$ cat config.mk
export PLATFORM = sky130hd
export DESIGN_NAME = aurora_link_init_ctrl
export DESIGN_NICKNAME = d
export VERILOG_FILES = /design/src/rtl/aurora_ctrl_pkg.sv /design/src/rtl/aurora_sync2.sv /design/src/rtl/aurora_link_init_ctrl.sv
export SDC_FILE = /design/constraint.sdc
export NUM_CORES = 1
export LEC_CHECK = 0
export ABC_CLOCK_PERIOD_IN_PS = 3000
export BUFFER_PORTS_ARGS = -buffer_cell sky130_fd_sc_hd__buf_2
export CORE_MARGIN = 3
export CORE_UTILIZATION = 50
export CTS_CLUSTER_DIAMETER = 150
export DETAILED_ROUTE_END_ITERATION = 8
export PLACE_DENSITY = 0.69
export SLEW_MARGIN = 20
export SYNTH_ARGS = -nofsm -noshare
export SYNTH_HDL_FRONTEND = slang
export SYNTH_HIERARCHICAL = 1
export SYNTH_SLANG_ARGS = --single-unit
$ cat constraint.sdc
create_clock -name i_init_clk -period 3 [get_ports i_init_clk]
set_input_delay 0.15 -clock i_init_clk [delete_from_list [all_inputs] [get_ports i_init_clk]]
set_output_delay 0.15 -clock i_init_clk [all_outputs]
set_load 0.05 [all_outputs]
$ cat src/rtl/aurora_ctrl_pkg.sv
// Shared encodings for the Aurora lane bring-up/recovery sequencer.
package aurora_ctrl_pkg;

  localparam int STATE_W = 3;

  localparam logic [STATE_W-1:0] ST_GT_RST    = 3'd0;
  localparam logic [STATE_W-1:0] ST_RST       = 3'd1;
  localparam logic [STATE_W-1:0] ST_WAIT_LANE = 3'd2;
  localparam logic [STATE_W-1:0] ST_WAIT_CHAN = 3'd3;
  localparam logic [STATE_W-1:0] ST_UP        = 3'd4;
  localparam logic [STATE_W-1:0] ST_BACKOFF   = 3'd5;

  typedef enum logic [STATE_W-1:0] {
    S_GT_RST    = ST_GT_RST,
    S_RST       = ST_RST,
    S_WAIT_LANE = ST_WAIT_LANE,
    S_WAIT_CHAN = ST_WAIT_CHAN,
    S_UP        = ST_UP,
    S_BACKOFF   = ST_BACKOFF
  } state_e;

  // Bit positions of the core status inputs inside the synchroniser vector.
  localparam int SYNC_W     = 5;
  localparam int SYNC_LANE  = 0;
  localparam int SYNC_CHAN  = 1;
  localparam int SYNC_HARD  = 2;
  localparam int SYNC_SOFT  = 3;
  localparam int SYNC_FRAME = 4;

  // Larger of two parameter values, used to size the shared cycle timer.
  function automatic int unsigned max_u(input int unsigned a, input int unsigned b);
    return (a > b) ? a : b;
  endfunction

endpackage

$ cat src/rtl/aurora_sync2.sv
// Two-flop synchroniser bringing asynchronous core status into INIT_CLK.
module aurora_sync2 #(
  parameter int W = 1
) (
  input  logic         i_clk,
  input  logic         i_reset,
  input  logic [W-1:0] i_d,
  output logic [W-1:0] o_q
);

  logic [W-1:0] r_meta;
  logic [W-1:0] r_sync;

  // Two-stage capture; the first stage may go metastable, the second is used.
  always_ff @(posedge i_clk) begin
    if (i_reset) begin
      r_meta <= '0;
      r_sync <= '0;
    end else begin
      r_meta <= i_d;
      r_sync <= r_meta;
    end
  end

  assign o_q = r_sync;

endmodule

$ cat src/rtl/aurora_link_init_ctrl.sv
// Bring-up/recovery sequencer for one Aurora lane: resets the core, waits for
// lane and channel up with timeouts, gates the frame generator and re-inits on errors.
module aurora_link_init_ctrl
  import aurora_ctrl_pkg::*;
#(
  parameter int unsigned GT_RST_CYCLES  = 16,
  parameter int unsigned RST_CYCLES     = 16,
  parameter int unsigned LANE_TIMEOUT   = 65536,
  parameter int unsigned CHAN_TIMEOUT   = 65536,
  parameter int unsigned BACKOFF_CYCLES = 1024,
  parameter int unsigned SOFT_ERR_LIMIT = 4,
  parameter int unsigned ERR_WINDOW     = 4096
) (
  input  logic               i_init_clk,
  input  logic               i_reset,
  input  logic               i_force_reinit,
  input  logic               i_lane_up,
  input  logic               i_channel_up,
  input  logic               i_hard_err,
  input  logic               i_soft_err,
  input  logic               i_frame_err,
  output logic               o_gt_reset_out,
  output logic               o_reset_out,
  output logic               o_gen_en,
  output logic               o_link_ok,
  output logic [7:0]         o_retry_cnt,
  output logic [STATE_W-1:0] o_state
);

  localparam int unsigned MAX_P = max_u(max_u(max_u(GT_RST_CYCLES, RST_CYCLES),
                                              max_u(LANE_TIMEOUT, CHAN_TIMEOUT)),
                                        max_u(BACKOFF_CYCLES, ERR_WINDOW));
  localparam int TW = (MAX_P > 1) ? $clog2(MAX_P) : 1;
  // Wide enough for limit-1 plus two simultaneous events.
  localparam int CW = $clog2(SOFT_ERR_LIMIT + 2);

  localparam logic [TW-1:0] C_GT_LAST   = TW'(GT_RST_CYCLES - 1);
  localparam logic [TW-1:0] C_RST_LAST  = TW'(RST_CYCLES - 1);
  localparam logic [TW-1:0] C_LANE_LAST = TW'(LANE_TIMEOUT - 1);
  localparam logic [TW-1:0] C_CHAN_LAST = TW'(CHAN_TIMEOUT - 1);
  localparam logic [TW-1:0] C_BOFF_LAST = TW'(BACKOFF_CYCLES - 1);
  localparam logic [TW-1:0] C_WIN_LAST  = TW'(ERR_WINDOW - 1);
  localparam logic [CW-1:0] C_SOFT_LIM  = CW'(SOFT_ERR_LIMIT);
  localparam logic [7:0]    C_RETRY_MAX = 8'd255;

  logic [SYNC_W-1:0] w_sync;
  logic [1:0]        r_err_prev;
  logic [1:0]        w_err_rise;
  logic [CW-1:0]     w_soft_sum;
  logic              w_soft_trip;
  logic              w_win_wrap;
  logic              w_timer_clr;
  state_e            r_state;
  state_e            w_next_state;
  logic [TW-1:0]     r_timer;
  logic [CW-1:0]     r_soft_cnt;
  logic              r_gt_reset;
  logic              r_core_reset;
  logic              r_gen_en;
  logic              r_link_ok;
  logic [7:0]        r_retry_cnt;
  logic [STATE_W-1:0] r_state_out;

  aurora_sync2 #(.W(SYNC_W)) u_sync (
    .i_clk   (i_init_clk),
    .i_reset (i_reset),
    .i_d     ({i_frame_err, i_soft_err, i_hard_err, i_channel_up, i_lane_up}),
    .o_q     (w_sync)
  );

  // Soft and frame errors are counted as rising edges of their synchronised levels.
  assign w_err_rise  = {w_sync[SYNC_FRAME], w_sync[SYNC_SOFT]} & ~r_err_prev;
  assign w_soft_sum  = r_soft_cnt + CW'(w_err_rise[0]) + CW'(w_err_rise[1]);
  assign w_soft_trip = (w_soft_sum >= C_SOFT_LIM);
  assign w_win_wrap  = (r_timer == C_WIN_LAST);
  assign w_timer_clr = i_force_reinit || (w_next_state != r_state);

  // Next-state selection; a forced re-init overrides every state transition.
  always_comb begin
    w_next_state = r_state;
    if (i_force_reinit) begin
      w_next_state = S_GT_RST;
    end else begin
      case (r_state)
        S_GT_RST: begin
          if (r_timer == C_GT_LAST) w_next_state = S_RST;
          else                      w_next_state = S_GT_RST;
        end
        S_RST: begin
          if (r_timer == C_RST_LAST) w_next_state = S_WAIT_LANE;
          else                       w_next_state = S_RST;
        end
        S_WAIT_LANE: begin
          if (w_sync[SYNC_LANE])           w_next_state = S_WAIT_CHAN;
          else if (r_timer == C_LANE_LAST) w_next_state = S_BACKOFF;
          else                             w_next_state = S_WAIT_LANE;
        end
        S_WAIT_CHAN: begin
          if (w_sync[SYNC_CHAN])                                 w_next_state = S_UP;
          else if (!w_sync[SYNC_LANE] || r_timer == C_CHAN_LAST) w_next_state = S_BACKOFF;
          else                                                   w_next_state = S_WAIT_CHAN;
        end
        S_UP: begin
          if (w_sync[SYNC_HARD] || !w_sync[SYNC_CHAN] || w_soft_trip) w_next_state = S_BACKOFF;
          else                                                         w_next_state = S_UP;
        end
        S_BACKOFF: begin
          if (r_timer == C_BOFF_LAST) w_next_state = S_GT_RST;
          else                        w_next_state = S_BACKOFF;
        end
        default: w_next_state = S_GT_RST;
      endcase
    end
  end

  // State register.
  always_ff @(posedge i_init_clk) begin
    if (i_reset) r_state <= S_GT_RST;
    else         r_state <= w_next_state;
  end

  // Shared cycle timer: cleared on any state change, doubles as the UP error window.
  always_ff @(posedge i_init_clk) begin
    if (i_reset)                             r_timer <= '0;
    else if (w_timer_clr)                    r_timer <= '0;
    else if (r_state == S_UP && w_win_wrap)  r_timer <= '0;
    else                                     r_timer <= r_timer + 1'b1;
  end

  // Soft-error edge history and per-window count; count only lives while staying in UP.
  always_ff @(posedge i_init_clk) begin
    if (i_reset) begin
      r_err_prev <= 2'b00;
      r_soft_cnt <= '0;
    end else begin
      r_err_prev <= {w_sync[SYNC_FRAME], w_sync[SYNC_SOFT]};
      if (r_state == S_UP && w_next_state == S_UP) begin
        r_soft_cnt <= w_win_wrap ? '0 : w_soft_sum;
      end else begin
        r_soft_cnt <= '0;
      end
    end
  end

  // Registered outputs decoded from the next state; retry counts BACKOFF entries.
  always_ff @(posedge i_init_clk) begin
    if (i_reset) begin
      r_gt_reset   <= 1'b1;
      r_core_reset <= 1'b1;
      r_gen_en     <= 1'b0;
      r_link_ok    <= 1'b0;
      r_retry_cnt  <= 8'd0;
      r_state_out  <= ST_GT_RST;
    end else begin
      r_gt_reset   <= (w_next_state == S_GT_RST);
      r_core_reset <= (w_next_state == S_GT_RST) || (w_next_state == S_RST);
      r_gen_en     <= (w_next_state == S_UP);
      r_link_ok    <= (w_next_state == S_UP);
      r_state_out  <= w_next_state;
      if (w_next_state == S_BACKOFF && r_state != S_BACKOFF && r_retry_cnt != C_RETRY_MAX) begin
        r_retry_cnt <= r_retry_cnt + 8'd1;
      end else begin
        r_retry_cnt <= r_retry_cnt;
      end
    end
  end

  assign o_gt_reset_out = r_gt_reset;
  assign o_reset_out    = r_core_reset;
  assign o_gen_en       = r_gen_en;
  assign o_link_ok      = r_link_ok;
  assign o_retry_cnt    = r_retry_cnt;
  assign o_state        = r_state_out;

endmodule

==> results.cfg <==
[finish]
area_delta_synth_final_pct = 13.1
nets = 264
n_antenna_cell = 0
multiInputGateArea_um2 = 1110
drive_gt1_share_pct = 19.4
fill_cells = 339
seq_area_um2 = 901

[sta]
grt_setup_unrepaired = no
finalCritPeriodShare_pct = 87.6
slew_viol_final = 0
skew_ns = 0.00593
finalHoldViolCount = 0
min_period_ns = 2.63
clock.fmax_mhz = 381
tns_ns = 0
setup_violations = 0
hold_ws_ns = 0.0608

[flow_run]
maxCapViolCount = 0

[routing]
drt_iter0_drc = 107
vias_per_cell = 5.55
highest_layer = met4
wl_met2_um = 1610
num_vias = 1670
final_antenna_net_count = 0
route.met3.wl_um = 221
wl_per_cell_um = 13.2
drc = 0
wirelength_um = 3970
dr.pass1.iters = 5
m1WireLength_um = 2080

[synth]
yosysTopAreaCellShare_pct = 43.2
yosys_warnings = 6
yosysTopAreaCell = dfxtp_1
syn-cell-area_um2 = 2090
syn_area_per_cell_um2 = 9.11
synth_seq_cells = 45
syn_nets = 241
ys_seq_area_share_pct = 43.2
async_flop_share_pct = 0
syn_inst = 229
synth_flop_cell = dfxtp_1
synth.top_cells.by_area = dfxtp_1, nor2b_1, nor3_1
synth.distinct_cells = 52
synth_edf_count = 0

[worst_setup_path]
reg2reg_from = r_timer[12]
crit_type = flip-flop to flip-flop
worstSetupStartpoint = r_timer[12]
path_buf_inv = 0
crit_family = simple AND/OR/NAND/NOR gates
startpoint_type = flip-flop
cp_slowest_cell = or4_4
worst-path-max-fanout = 9
end_kind = flip-flop
arrival_ns = 2.82
path_cells = or4_4, nor4_4, mux2_2, and3_4, nor3_1, mux2_1
cp.required_ns = 3.19
cp_slowest_stage_delay_ns = 0.59

[grt]
grt_pass1_wl_um = 7050
grt_antenna_before_repair = 0
grt_overflow_total = 0
grt_pass1_vias = 1515
grt.total_usage_pct = 17.3
grt_max_degree = 25

[die]
die_x_um = 70.6
start_util_pct = 54.5
io_pins = 23
dieArea_um2 = 4980
core-area_um2 = 3830
chipHeight_um = 70.6
placementRows = 22

[power]
p_total_mw = 1.18
power.density_nw_per_um2 = 500
ir_drop_v = 0.000332
p_leak_nw = 0.912

[placed_design]
gp_congestion = 0.807
dpl.hpwl_um = 2790
portBuffers = 22

[cts]
clk_path_buf_depth = 2
tritoncts = yes
cts.repair.resized = 0
cts-root-buf = clkbuf_8
cts.sinks = 45
clk_latency_ns = 0.30
h-tree-depth = 2
holdBufCountCts = 0
cts_setup_buffers = 0
cts_made_buffers = 5
clk_pin_slew_ns = 0.08

[run_status]
outcome = complete, no violations

[hold_path]
hold_path_class = primary input to flip-flop
min_from = i_hard_err
## worst paths after layout
path	endpoint	slack, ns	cells after the start
worst max-delay path	o_retry_cnt[5]	0.37	6
worst min-delay path	u_sync/r_meta[2]	0.06	2
worst max register to register	o_retry_cnt[5]	0.37	6
worst min register to register	u_sync/o_q[0]	0.44	1
## through the flow
step           instance area, µm²  instances  util [%]  setup slack, ns
6_report                     2360        301      61.6            0.373
5_1_grt                      2360        301      61.6            0.223
4_1_cts                      2360        301      61.6            0.365
3_5_place_dp                 2220        293      58.1            0.440
3_3_place_gp                 2220        293      58.1            0.442
2_1_floorplan                2090        229         -            0.504
## cells in the final DEF, fill, tap and decap left out, drive strengths merged, types with 4 or more instances in the layout
| cell | Yosys | layout |
|---|---|---|
| inv | 6 | 6 |
| buf | 5 | 25 |
| xor2 | 7 | 7 |
| or3 | 6 | 6 |
| nand4 | 8 | 8 |
| nor2b | 19 | 19 |
| or4 | 4 | 4 |
| dfxtp | 45 | 45 |
| clkbuf | 4 | 5 |
| nor3 | 22 | 22 |
| nand2 | 12 | 12 |
| xnor2 | 8 | 8 |
| nand2b | 5 | 5 |
| a21oi | 7 | 7 |
| o21ai | 6 | 6 |
| nand3 | 9 | 9 |
| and3 | 5 | 5 |
| nor2 | 16 | 16 |
## per-layer routing
metal  track usage (%)  up-vias
met5                 0        -
met1              25.1      758
li1                  -      859
met4              5.64        0
met2              24.5       45
met3              5.26        8
## registers in the layout (all words and copies together), names as in the netlist
name,cells
r_soft_cnt,3
r_err_prev,2
o_link_ok,1
o_state,3
r_timer,16
o_reset_out,1
o_gt_reset_out,1
u_sync/r_meta,5
u_sync/o_q,5
o_retry_cnt,8
## layout make-up
cell class | instances | area share [%]
Timing Repair Buffer | 25 | 5.62
Clock buffer | 5 | 2.92
Tap cell | 48 | 2.55
Multi-Input combinational cell | 169 | 47.0
Sequential cell | 45 | 38.2
Inverter | 6 | 0.955
Clock inverter | 3 | 2.76
## power breakdown
| part | total (mW) | internal, mW | switching (mW) |
|---|---|---|---|
| registers | 0.610 | 0.606 | 0.00340 |
| logic | 0.0384 | 0.0158 | 0.0226 |
| clock network | 0.532 | 0.331 | 0.201 |
| total | 1.18 | 0.953 | 0.227 |
## cell usage after synthesis (2+ instances only)
library cell / number
nand3_1: 7
xnor2_1: 8
and3_1: 3
mux2_2: 2
nor3_1: 22
nor2b_1: 19
a21oi_1: 7
or4_4: 2
nor2_1: 16
ha_1: 3
xor2_1: 7
a22oi_1: 2
nor3b_1: 2
a31oi_1: 3
or4_1: 2
nand3_2: 2
buf_6: 2
o21ai_0: 6
and2_1: 2
a31o_2: 2
inv_1: 6
nand2_1: 12
a311oi_1: 2
or3_1: 4
dfxtp_1: 45
o21a_1: 2
nand2b_1: 5
nand4_1: 7
clkbuf_1: 4
## worst register-to-register path, stage by stage (launching register included)
cell,delay (ns)
dfxtp_1,0.35
or4_4,0.59
nor4_4,0.33
mux2_2,0.40
and3_4,0.22
nor3_1,0.28
mux2_1,0.35
## cells by family (layout without fill, tap and decap cells)
| group | count (synthesis) | after routing | share of synthesized area [%] |
|---|---|---|---|
| other | 1 | 1 | 0.180 |
| adders and majority gates | 4 | 4 | 2.76 |
| xor gates and xnor gates | 15 | 15 | 6.30 |
| muxes | 3 | 3 | 1.62 |
| DFF | 45 | 45 | 43.2 |
| AOI/OAI and AO/OA | 30 | 30 | 9.48 |
| buffers and inverters | 15 | 39 | 3.66 |
| and+or+nand+nor | 116 | 116 | 32.8 |
Power figures use the tool's default switching activity.
